<file path="src/rtl/sdram_burst_adapter_if.sv">
// User-side request/response bus of the SDRAM burst adapter.
// The master issues line requests; the slave (adapter) answers with one completion pulse.
interface sdram_burst_adapter_if #(
  parameter int WORD_W    = 16,
  parameter int BURST_LEN = 8,
  parameter int ADDR_W    = 24
);
  logic                          req_valid;
  logic                          req_ready;
  logic                          req_wr;
  logic [ADDR_W-1:0]             req_addr;
  logic [BURST_LEN*WORD_W-1:0]   req_wdata;
  logic [BURST_LEN-1:0]          req_wmask;
  logic                          rsp_valid;
  logic                          rsp_err;
  logic [BURST_LEN*WORD_W-1:0]   rsp_rdata;

  modport master (
    output req_valid, req_wr, req_addr, req_wdata, req_wmask,
    input  req_ready, rsp_valid, rsp_err, rsp_rdata
  );

  modport slave (
    input  req_valid, req_wr, req_addr, req_wdata, req_wmask,
    output req_ready, rsp_valid, rsp_err, rsp_rdata
  );
endinterface

</file>
<file path="src/rtl/sdram_burst_adapter.sv">
// Line-oriented front end for the SDRAM FIFO controller: streams a BURST_LEN-word line
// into the write FIFO or collects one from the read FIFO, with refresh yield and timeout.
module sdram_burst_adapter #(
  parameter int WORD_W    = 16,
  parameter int BURST_LEN = 8,
  parameter int ADDR_W    = 24,
  parameter int TIMEOUT   = 4096
) (
  input  logic                 clk,
  input  logic                 rst,
  input  logic                 init_done_i,
  sdram_burst_adapter_if.slave req_if,
  output logic                 ctl_load_o,
  output logic [ADDR_W-1:0]    ctl_addr_o,
  output logic                 ctl_wr_en_o,
  output logic [WORD_W-1:0]    ctl_wr_data_o,
  output logic                 ctl_wr_dqm_o,
  output logic                 ctl_read_valid_o,
  output logic                 ctl_rd_en_o,
  input  logic [WORD_W-1:0]    ctl_rd_data_i,
  input  logic                 ctl_wr_done_i,
  input  logic                 ctl_rd_done_i,
  input  logic                 ctl_rfsh_pend_i,
  input  logic                 ctl_idle_i
);

  localparam int BEAT_W = $clog2(BURST_LEN);
  localparam int TMO_W  = $clog2(TIMEOUT);
  localparam int LINE_W = BURST_LEN * WORD_W;
  localparam logic [BEAT_W-1:0] LAST_BEAT  = BEAT_W'(BURST_LEN - 1);
  localparam logic [TMO_W-1:0]  TMO_LAST   = TMO_W'(TIMEOUT - 1);
  localparam logic [ADDR_W-1:0] ALIGN_MASK = ~ADDR_W'(BURST_LEN - 1);

  typedef enum logic [2:0] {
    S_IDLE, S_RFSH, S_LOAD, S_WR_BEAT, S_WR_WAIT, S_RD_WAIT, S_RD_BEAT, S_DONE
  } state_t;

  state_t              state_q, state_d;
  logic                err_q, err_d;
  logic                wr_q;
  logic [ADDR_W-1:0]   addr_q;
  logic [LINE_W-1:0]   wdata_q;
  logic [BURST_LEN-1:0] wmask_q;
  logic [BEAT_W-1:0]   beat_q, beat_d;
  logic [TMO_W-1:0]    tmo_q, tmo_d;
  logic                accept;
  logic [WORD_W-1:0]   wword [BURST_LEN];
  logic [WORD_W-1:0]   rword_q [BURST_LEN];

  assign req_if.req_ready = (state_q == S_IDLE) && init_done_i && !ctl_rfsh_pend_i;
  assign accept           = req_if.req_valid && req_if.req_ready;
  assign ctl_addr_o       = addr_q;

  // State register
  always_ff @(posedge clk or posedge rst) begin
    if (rst) begin
      state_q <= S_IDLE;
      err_q   <= 1'b0;
    end else begin
      state_q <= state_d;
      err_q   <= err_d;
    end
  end

  // Next-state logic; a done pulse is tested before the timeout so it wins a tie.
  always_comb begin
    state_d = state_q;
    err_d   = err_q;
    case (state_q)
      S_IDLE: begin
        if (init_done_i && ctl_rfsh_pend_i) state_d = S_RFSH;
        else if (accept)                    state_d = S_LOAD;
      end
      S_RFSH:    if (!ctl_rfsh_pend_i && ctl_idle_i) state_d = S_IDLE;
      S_LOAD: begin
        err_d   = 1'b0;
        state_d = wr_q ? S_WR_BEAT : S_RD_WAIT;
      end
      S_WR_BEAT: if (beat_q == LAST_BEAT) state_d = S_WR_WAIT;
      S_WR_WAIT: begin
        if (ctl_wr_done_i) state_d = S_DONE;
        else if (tmo_q == TMO_LAST) begin
          state_d = S_DONE;
          err_d   = 1'b1;
        end
      end
      S_RD_WAIT: begin
        if (ctl_rd_done_i) state_d = S_RD_BEAT;
        else if (tmo_q == TMO_LAST) begin
          state_d = S_DONE;
          err_d   = 1'b1;
        end
      end
      S_RD_BEAT: if (beat_q == LAST_BEAT) state_d = S_DONE;
      S_DONE:    state_d = S_IDLE;
      default:   state_d = S_IDLE;
    endcase
  end

  // Output logic
  always_comb begin
    ctl_load_o       = (state_q == S_LOAD);
    ctl_wr_en_o      = (state_q == S_WR_BEAT);
    ctl_wr_data_o    = '0;
    ctl_wr_dqm_o     = 1'b0;
    ctl_read_valid_o = (state_q == S_RD_WAIT) && !ctl_rd_done_i;
    ctl_rd_en_o      = ((state_q == S_RD_WAIT) && ctl_rd_done_i) ||
                       ((state_q == S_RD_BEAT) && (beat_q != LAST_BEAT));
    req_if.rsp_valid = (state_q == S_DONE);
    req_if.rsp_err   = (state_q == S_DONE) && err_q;
    if (state_q == S_WR_BEAT) begin
      ctl_wr_data_o = wword[beat_q];
      ctl_wr_dqm_o  = ~wmask_q[beat_q];
    end
  end

  always_comb begin
    beat_d = beat_q;
    tmo_d  = '0;
    if (state_q == S_LOAD)                                   beat_d = '0;
    else if (state_q == S_WR_BEAT || state_q == S_RD_BEAT)   beat_d = beat_q + 1'b1;
    if (state_q == S_WR_WAIT || state_q == S_RD_WAIT)        tmo_d  = tmo_q + 1'b1;
  end

  always_ff @(posedge clk or posedge rst) begin
    if (rst) begin
      wr_q    <= 1'b0;
      addr_q  <= '0;
      wdata_q <= '0;
      wmask_q <= '0;
      beat_q  <= '0;
      tmo_q   <= '0;
    end else begin
      beat_q <= beat_d;
      tmo_q  <= tmo_d;
      if (accept) begin
        wr_q    <= req_if.req_wr;
        addr_q  <= req_if.req_addr & ALIGN_MASK;
        wdata_q <= req_if.req_wdata;
        wmask_q <= req_if.req_wmask;
      end
    end
  end

  // Per-word views of the line; a timed-out read never reaches RD_BEAT so rdata holds.
  for (genvar gi = 0; gi < BURST_LEN; gi++) begin : g_word
    assign wword[gi] = wdata_q[gi*WORD_W +: WORD_W];

    always_ff @(posedge clk or posedge rst) begin
      if (rst)                                                  rword_q[gi] <= '0;
      else if (state_q == S_RD_BEAT && beat_q == BEAT_W'(gi))   rword_q[gi] <= ctl_rd_data_i;
    end

    assign req_if.rsp_rdata[gi*WORD_W +: WORD_W] = rword_q[gi];
  end

endmodule

</file>
<file path="src/flat_wrapper.sv">
// flat-port wrapper written by rule: the top's interface ports become plain ports
module sdram_burst_adapter_flat 
#(
  parameter int WORD_W    = 16,
  parameter int BURST_LEN = 8,
  parameter int ADDR_W    = 24,
  parameter int TIMEOUT   = 4096
)
  (clk, rst, init_done_i, ctl_load_o, ctl_addr_o, ctl_wr_en_o, ctl_wr_data_o, ctl_wr_dqm_o, ctl_read_valid_o, ctl_rd_en_o, ctl_rd_data_i, ctl_wr_done_i, ctl_rd_done_i, ctl_rfsh_pend_i, ctl_idle_i, req_if_req_valid, req_if_req_wr, req_if_req_addr, req_if_req_wdata, req_if_req_wmask, req_if_req_ready, req_if_rsp_valid, req_if_rsp_err, req_if_rsp_rdata);
  sdram_burst_adapter_if #(.WORD_W(WORD_W), .BURST_LEN(BURST_LEN), .ADDR_W(ADDR_W)) req_if_i ();
  input  logic clk;
  input  logic rst;
  input  logic init_done_i;
  output logic ctl_load_o;
  output logic [ADDR_W-1:0] ctl_addr_o;
  output logic ctl_wr_en_o;
  output logic [WORD_W-1:0] ctl_wr_data_o;
  output logic ctl_wr_dqm_o;
  output logic ctl_read_valid_o;
  output logic ctl_rd_en_o;
  input  logic [WORD_W-1:0] ctl_rd_data_i;
  input  logic ctl_wr_done_i;
  input  logic ctl_rd_done_i;
  input  logic ctl_rfsh_pend_i;
  input  logic ctl_idle_i;
  input wire logic [$bits(req_if_i.req_valid)-1:0] req_if_req_valid;
  input wire logic [$bits(req_if_i.req_wr)-1:0] req_if_req_wr;
  input wire logic [$bits(req_if_i.req_addr)-1:0] req_if_req_addr;
  input wire logic [$bits(req_if_i.req_wdata)-1:0] req_if_req_wdata;
  input wire logic [$bits(req_if_i.req_wmask)-1:0] req_if_req_wmask;
  output wire logic [$bits(req_if_i.req_ready)-1:0] req_if_req_ready;
  output wire logic [$bits(req_if_i.rsp_valid)-1:0] req_if_rsp_valid;
  output wire logic [$bits(req_if_i.rsp_err)-1:0] req_if_rsp_err;
  output wire logic [$bits(req_if_i.rsp_rdata)-1:0] req_if_rsp_rdata;
  assign req_if_i.req_valid = req_if_req_valid;
  assign req_if_i.req_wr = req_if_req_wr;
  assign req_if_i.req_addr = req_if_req_addr;
  assign req_if_i.req_wdata = req_if_req_wdata;
  assign req_if_i.req_wmask = req_if_req_wmask;
  assign req_if_req_ready = req_if_i.req_ready;
  assign req_if_rsp_valid = req_if_i.rsp_valid;
  assign req_if_rsp_err = req_if_i.rsp_err;
  assign req_if_rsp_rdata = req_if_i.rsp_rdata;
  sdram_burst_adapter #(.WORD_W(WORD_W), .BURST_LEN(BURST_LEN), .ADDR_W(ADDR_W), .TIMEOUT(TIMEOUT)) u_core (.clk(clk), .rst(rst), .init_done_i(init_done_i), .req_if(req_if_i), .ctl_load_o(ctl_load_o), .ctl_addr_o(ctl_addr_o), .ctl_wr_en_o(ctl_wr_en_o), .ctl_wr_data_o(ctl_wr_data_o), .ctl_wr_dqm_o(ctl_wr_dqm_o), .ctl_read_valid_o(ctl_read_valid_o), .ctl_rd_en_o(ctl_rd_en_o), .ctl_rd_data_i(ctl_rd_data_i), .ctl_wr_done_i(ctl_wr_done_i), .ctl_rd_done_i(ctl_rd_done_i), .ctl_rfsh_pend_i(ctl_rfsh_pend_i), .ctl_idle_i(ctl_idle_i));
endmodule
</file>
<file path="config.mk">
export PLATFORM = sky130hd
export DESIGN_NAME = sdram_burst_adapter_flat
export DESIGN_NICKNAME = d
export VERILOG_FILES = /design/src/rtl/sdram_burst_adapter_if.sv /design/src/rtl/sdram_burst_adapter.sv /design/src/flat_wrapper.sv
export SDC_FILE = /design/constraint.sdc
export NUM_CORES = 1
export LEC_CHECK = 0
export ABC_AREA = 1
export CORE_ASPECT_RATIO = 0.75
export CORE_MARGIN = 4
export CORE_UTILIZATION = 52
export CTS_CLUSTER_DIAMETER = 60
export CTS_CLUSTER_SIZE = 30
export DETAILED_ROUTE_END_ITERATION = 10
export PLACE_DENSITY = 0.83
export SYNTH_ARGS = -nofsm -noshare
export SYNTH_HDL_FRONTEND = slang
export SYNTH_SLANG_ARGS = --single-unit
</file>
<file path="constraint.sdc">
create_clock -name clk -period 16.4 [get_ports clk]
set_input_delay 1.64 -clock clk [delete_from_list [all_inputs] [get_ports clk]]
set_output_delay 1.64 -clock clk [all_outputs]
set_load 0.01 [all_outputs]
</file>
# Word-level counts from Yosys, hierarchy flattened
# Cells that the tools add are included.
# word_totals
register_bits,305
in_bits,185
out_inout_bits,176
wordCells,96
# classes
n_addsub,2
magnitude_cmp,2
eq_ne,22
muxes,24
bitwise_logic,2
n_reduce_logical,28
# op_table
op,count
16-bit binary-select mux with 3-bit select,1
16-bit 2-to-1 mux,3
3-bit 2-to-1 mux,11
3-bit == test (second input constant),8
3-bit one-hot mux with 8 select lines,1
1-bit logical AND,17
12-bit by 1-bit adder with 12-bit output (second input constant),1
12-bit == test (second input constant),1
3-bit by 2-bit == test with 1-bit output (second input constant),4
12-bit 2-to-1 mux,1
3-bit by 1-bit == test with 1-bit output (second input constant),2
3-bit logical NOT,2
2-bit != test (second input constant),3
1-bit 2-to-1 mux,5
4-bit >= comparator (second input constant),1
3-bit by 4-bit < comparator with 1-bit output (second input constant),1
2-bit by 1-bit != test with 1-bit output (second input constant),2
3-bit NOT with 4-bit output,1
4-bit AND reduction,1
3-bit by 1-bit adder with 3-bit output (second input constant),1
1-bit binary-select mux with 3-bit select,1
1-bit logical OR,3
3-bit by 2-bit != test with 1-bit output (second input constant),1
3-bit != test (second input constant),1
other kinds (6),7

# Longest topological paths before layout
# depth
depth_word,7
mapped_depth,10
depth_no_buf,9

# Least setup slack after synthesis
# OpenSTA, ideal clock, no wires.
# synth_path
path_type,in2out
from,in init_done_i
to,out req_if_req_ready
t_arrival_ps,1963
slack_ps,12797
cell_stages,2
path_cell_list,inv_1 nor3_1
# synth_via
elab_chain_cells,2
# synth_rtl
item,line,source
from (decl),flat_wrapper.sv:13,input logic init_done_i;
1-bit logical AND (2 in a row),sdram_burst_adapter.sv:50,assign req_if.req_ready = (state_q == S_IDLE) && init_done_i && !ctl_rfsh_pend_i;
to (decl),flat_wrapper.sv:31,output wire logic [$bits(req_if_i.req_ready)-1:0] req_if_req_ready;
# Every way passes these cells.

# Worst setup path in the final report
# layout_path
from,reg u_core.beat_q[1]
to,out ctl_wr_dqm_o
# layout_via
elab_chain_cells,4
# layout_rtl
item,line,source
from (decl),sdram_burst_adapter.sv:44,"logic [BEAT_W-1:0] beat_q, beat_d;"
from (signal assigned),sdram_burst_adapter.sv:134,beat_q <= beat_d;
1-bit binary-select mux with 3-bit select,sdram_burst_adapter.sv:113,ctl_wr_dqm_o = ~wmask_q[beat_q];
1-bit 2-to-1 mux (implied by the code),sdram_burst_adapter.sv:113,
1-bit NOT,sdram_burst_adapter.sv:113,
1-bit 2-to-1 mux,sdram_burst_adapter.sv:111,if (state_q == S_WR_BEAT) begin
to (decl),flat_wrapper.sv:18,output logic ctl_wr_dqm_o;
# Every way passes these cells. The select of a mux whose other input is x is not followed.

==> impl_metrics.toml <==
[status]
outcome = "completed"

[sta]
hold_viol = 0
rsz0062_at_grt = "no"
maxSlewHeadroom_pct = 29.8
period_needed_ps = 5200
worstMarginPinSlew_ps = 1050
finalClockSkew_ps = 20.0
worst_slack_ps = 11200
slew_violations = 0
timing.fmax_mhz = 192
fin_tns_setup_ps = 0
timing.final.crit_share_pct = 31.7
whs_ps = 478
setup_viol = 0

[min_path]
hp-class = "reg -> reg"

[clock_network]
clk_path_buf_depth = 3
ctsHtreeMaxLevel = 1
clk_pin_slew_ps = 90
cts_resized = 0
cts_root_buffer = "clkbuf_16"
cts_hold_buf = 0
clock_sinks = 305
clk_latency_ps = 510
cts_buffers = 19
cts_tree = "done"
post_cts_buffers = 0

[routing]
wire_per_inst_um = 18.2
via_per_inst = 5.37
drtAntennaViolNets = 0
vias = 11600
drtPass1Iterations = 5
drc = 0
drt_iter0_drc = 1003
wirelength_mm = 39.2

[pwr]
cellPowerDensity_mw_per_mm2 = 185
irDropWorstVdd_mv = 0.101
leakage_nw = 7.94

[logic_synthesis]
yosysSeqAreaShare_pct = 58.7
yosys_warnings = 0
syn_area_per_cell_um2 = 8.58
synthCells = 1515
ys_seq_elements = 305
syn-cell-area_mm2 = 0.0130
yosys.cell_types.count = 32

[global_route]
grtUsageTotal_pct = 27.6
grt_max_degree = 171
grt_pass1_vias = 11300
grt.overflow.total = 0
antenna_found_initial = 3
grt_pass1_wl_mm = 61.3

[floorplan]
start_util_pct = 53.6
fp.dieH_um = 145
design.die.area_mm2 = 0.0276
die_w_um = 191
core_area_mm2 = 0.0243
num_rows = 49
ios = 361

[place]
numPortBuffers = 354
gp_congestion = 0.887
dp_worst_setup_slack_ps = 11490
dp_hpwl_mm = 27.4

[critical_path]
crit_slowest_cell = "dfrtp_2"
cpLargestDelayFamily = "buffers and inverters"
arrival_ps = 3560
path_buf_inv = 2
start_kind = "flop"
cp.required_ps = 14760
crit_chain = "inv_1, a21oi_1, o21ai_0, nand3_1, nand2_1, nor2_1, clkdlybuf4s50_1"
slowest_delay_ps = 1070
endpoint_kind = "primary output"
worst-setup-path-type = "reg -> out"
cp_max_fo = 53

[finish]
area_delta_synth_final_pct = 32.8
finalNetCount = 2000
drive_gt1_share_pct = 3.03

[flow_run]
max_cap_viol_count = 0
[cell usage in the layout, fill, tap and decap left out, drive strengths merged]
cell / n
nand2: 492
clkdlybuf4s50: 354
dfrtp: 305
nor2: 162
o21ai: 158
a21oi: 139
inv: 99
nand3: 27
clkbuf: 20
o211ai: 17
nor3: 7
ha: 7
clkinv: 6
buf: 5
nand4: 4
conb: 3
bufinv: 3
diode: 2
and3: 2
a31oi: 2
nor3b: 2
o21a: 1
xor2: 1
a211oi: 1
o2111ai: 1
[synth_stat cells (all sizes together)]
master,instances,area share [%]
a31oi,2,0.096
and3,2,0.096
nand4,4,0.31
nor3,7,0.27
a21oi,139,5.3
o21ai,158,6.1
nor2,162,5.2
nand2,492,14
conb,1,0.029
o211ai,17,0.98
inv,94,2.7
ha,7,0.67
a211oi,1,0.058
xor2,1,0.067
nand3,27,1.0
buf,66,3.1
clkinv,3,0.087
o2111ai,1,0.067
clkbuf,23,0.66
dfrtp,305,59
nor3b,2,0.12
o21a,1,0.058
[metrics by stage]
step / instances / instance area (um^2) / utilization (%) / power (mW)
finish: 2151 / 17300 / 71.1 / 3.20
global route: 2150 / 17300 / 71.1 / 3.40
CTS: 2149 / 17300 / 71.1 / 3.20
detailed placement: 2118 / 16500 / 68.1 / 2.62
global placement: 2118 / 16500 / 68.1 / 2.56
floorplan: 1517 / 13000 / - / 1.94
[sequential cells by signal, summed over array words and instances (netlist names)]
name and count:
u_core.wr_q 1, u_core.state_q 3, u_core.tmo_q 12, u_core.beat_q 3, u_core.wmask_q 8, u_core.err_q 1, u_core.ctl_addr_o 21, u_core.wdata_q 128
u_core.req_if.rsp_rdata 128
[cell families (layout without fill, tap and decap cells)]
family	count (synthesis)	count (layout)	share of synthesized area (%)
adders and majority gates	7	7	0.673
other	1	5	0.0288
AOI/OAI and AO/OA	319	319	12.7
and+or+nand+nor	696	696	21.3
DFF	305	305	58.7
buffers and inverters	186	487	6.57
xor gates and xnor gates	1	1	0.0674
[path summary, 6_finish.rpt]
path / end / cells past startpoint / slack [ps] / start
setup reg to reg: u_core.wdata_q[38] / 6 / 12950 / u_core.state_q[2]
min in group asynchronous: u_core.req_if.rsp_rdata[110] / 2 / 1680 / rst
max in group asynchronous: u_core.beat_q[1] / 3 / 13130 / rst
setup / recovery: ctl_wr_dqm_o / 7 / 11200 / u_core.beat_q[1]
hold reg to reg: u_core.tmo_q[0] / 1 / 480 / u_core.tmo_q[0]
hold / removal: u_core.tmo_q[0] / 1 / 480 / u_core.tmo_q[0]
[where the power goes]
| part | internal [mW] | switching [mW] |
|---|---|---|
| logic | 0.615 | 0.703 |
| clock network | 0.284 | 0.289 |
| registers | 1.09 | 0.211 |
| total | 1.99 | 1.20 |
[routing by layer]
layer | vias up | GRT usage [%] | part of all wire, %
met1 | 5483 | 38.9 | 41
met4 | 2 | 9.66 | 3.9
met3 | 91 | 7.35 | 10
li1 | 5403 | - | -
met5 | - | 0 | 0.033
met2 | 571 | 41.7 | 45
[final cells by class]
| class | instances | area [um^2] |
|---|---|---|
| sequential | 305 | 7630 |
| fill | 1848 | 7010 |
| multi-input combinational | 1026 | 4530 |
| timing repair buffer | 359 | 3590 |
| clock buffer | 20 | 489 |
| tap | 331 | 414 |
| inverter | 97 | 377 |
| clock inverter | 11 | 231 |
| antenna | 2 | 5.00 |
(Power assumes the default switching activity.)
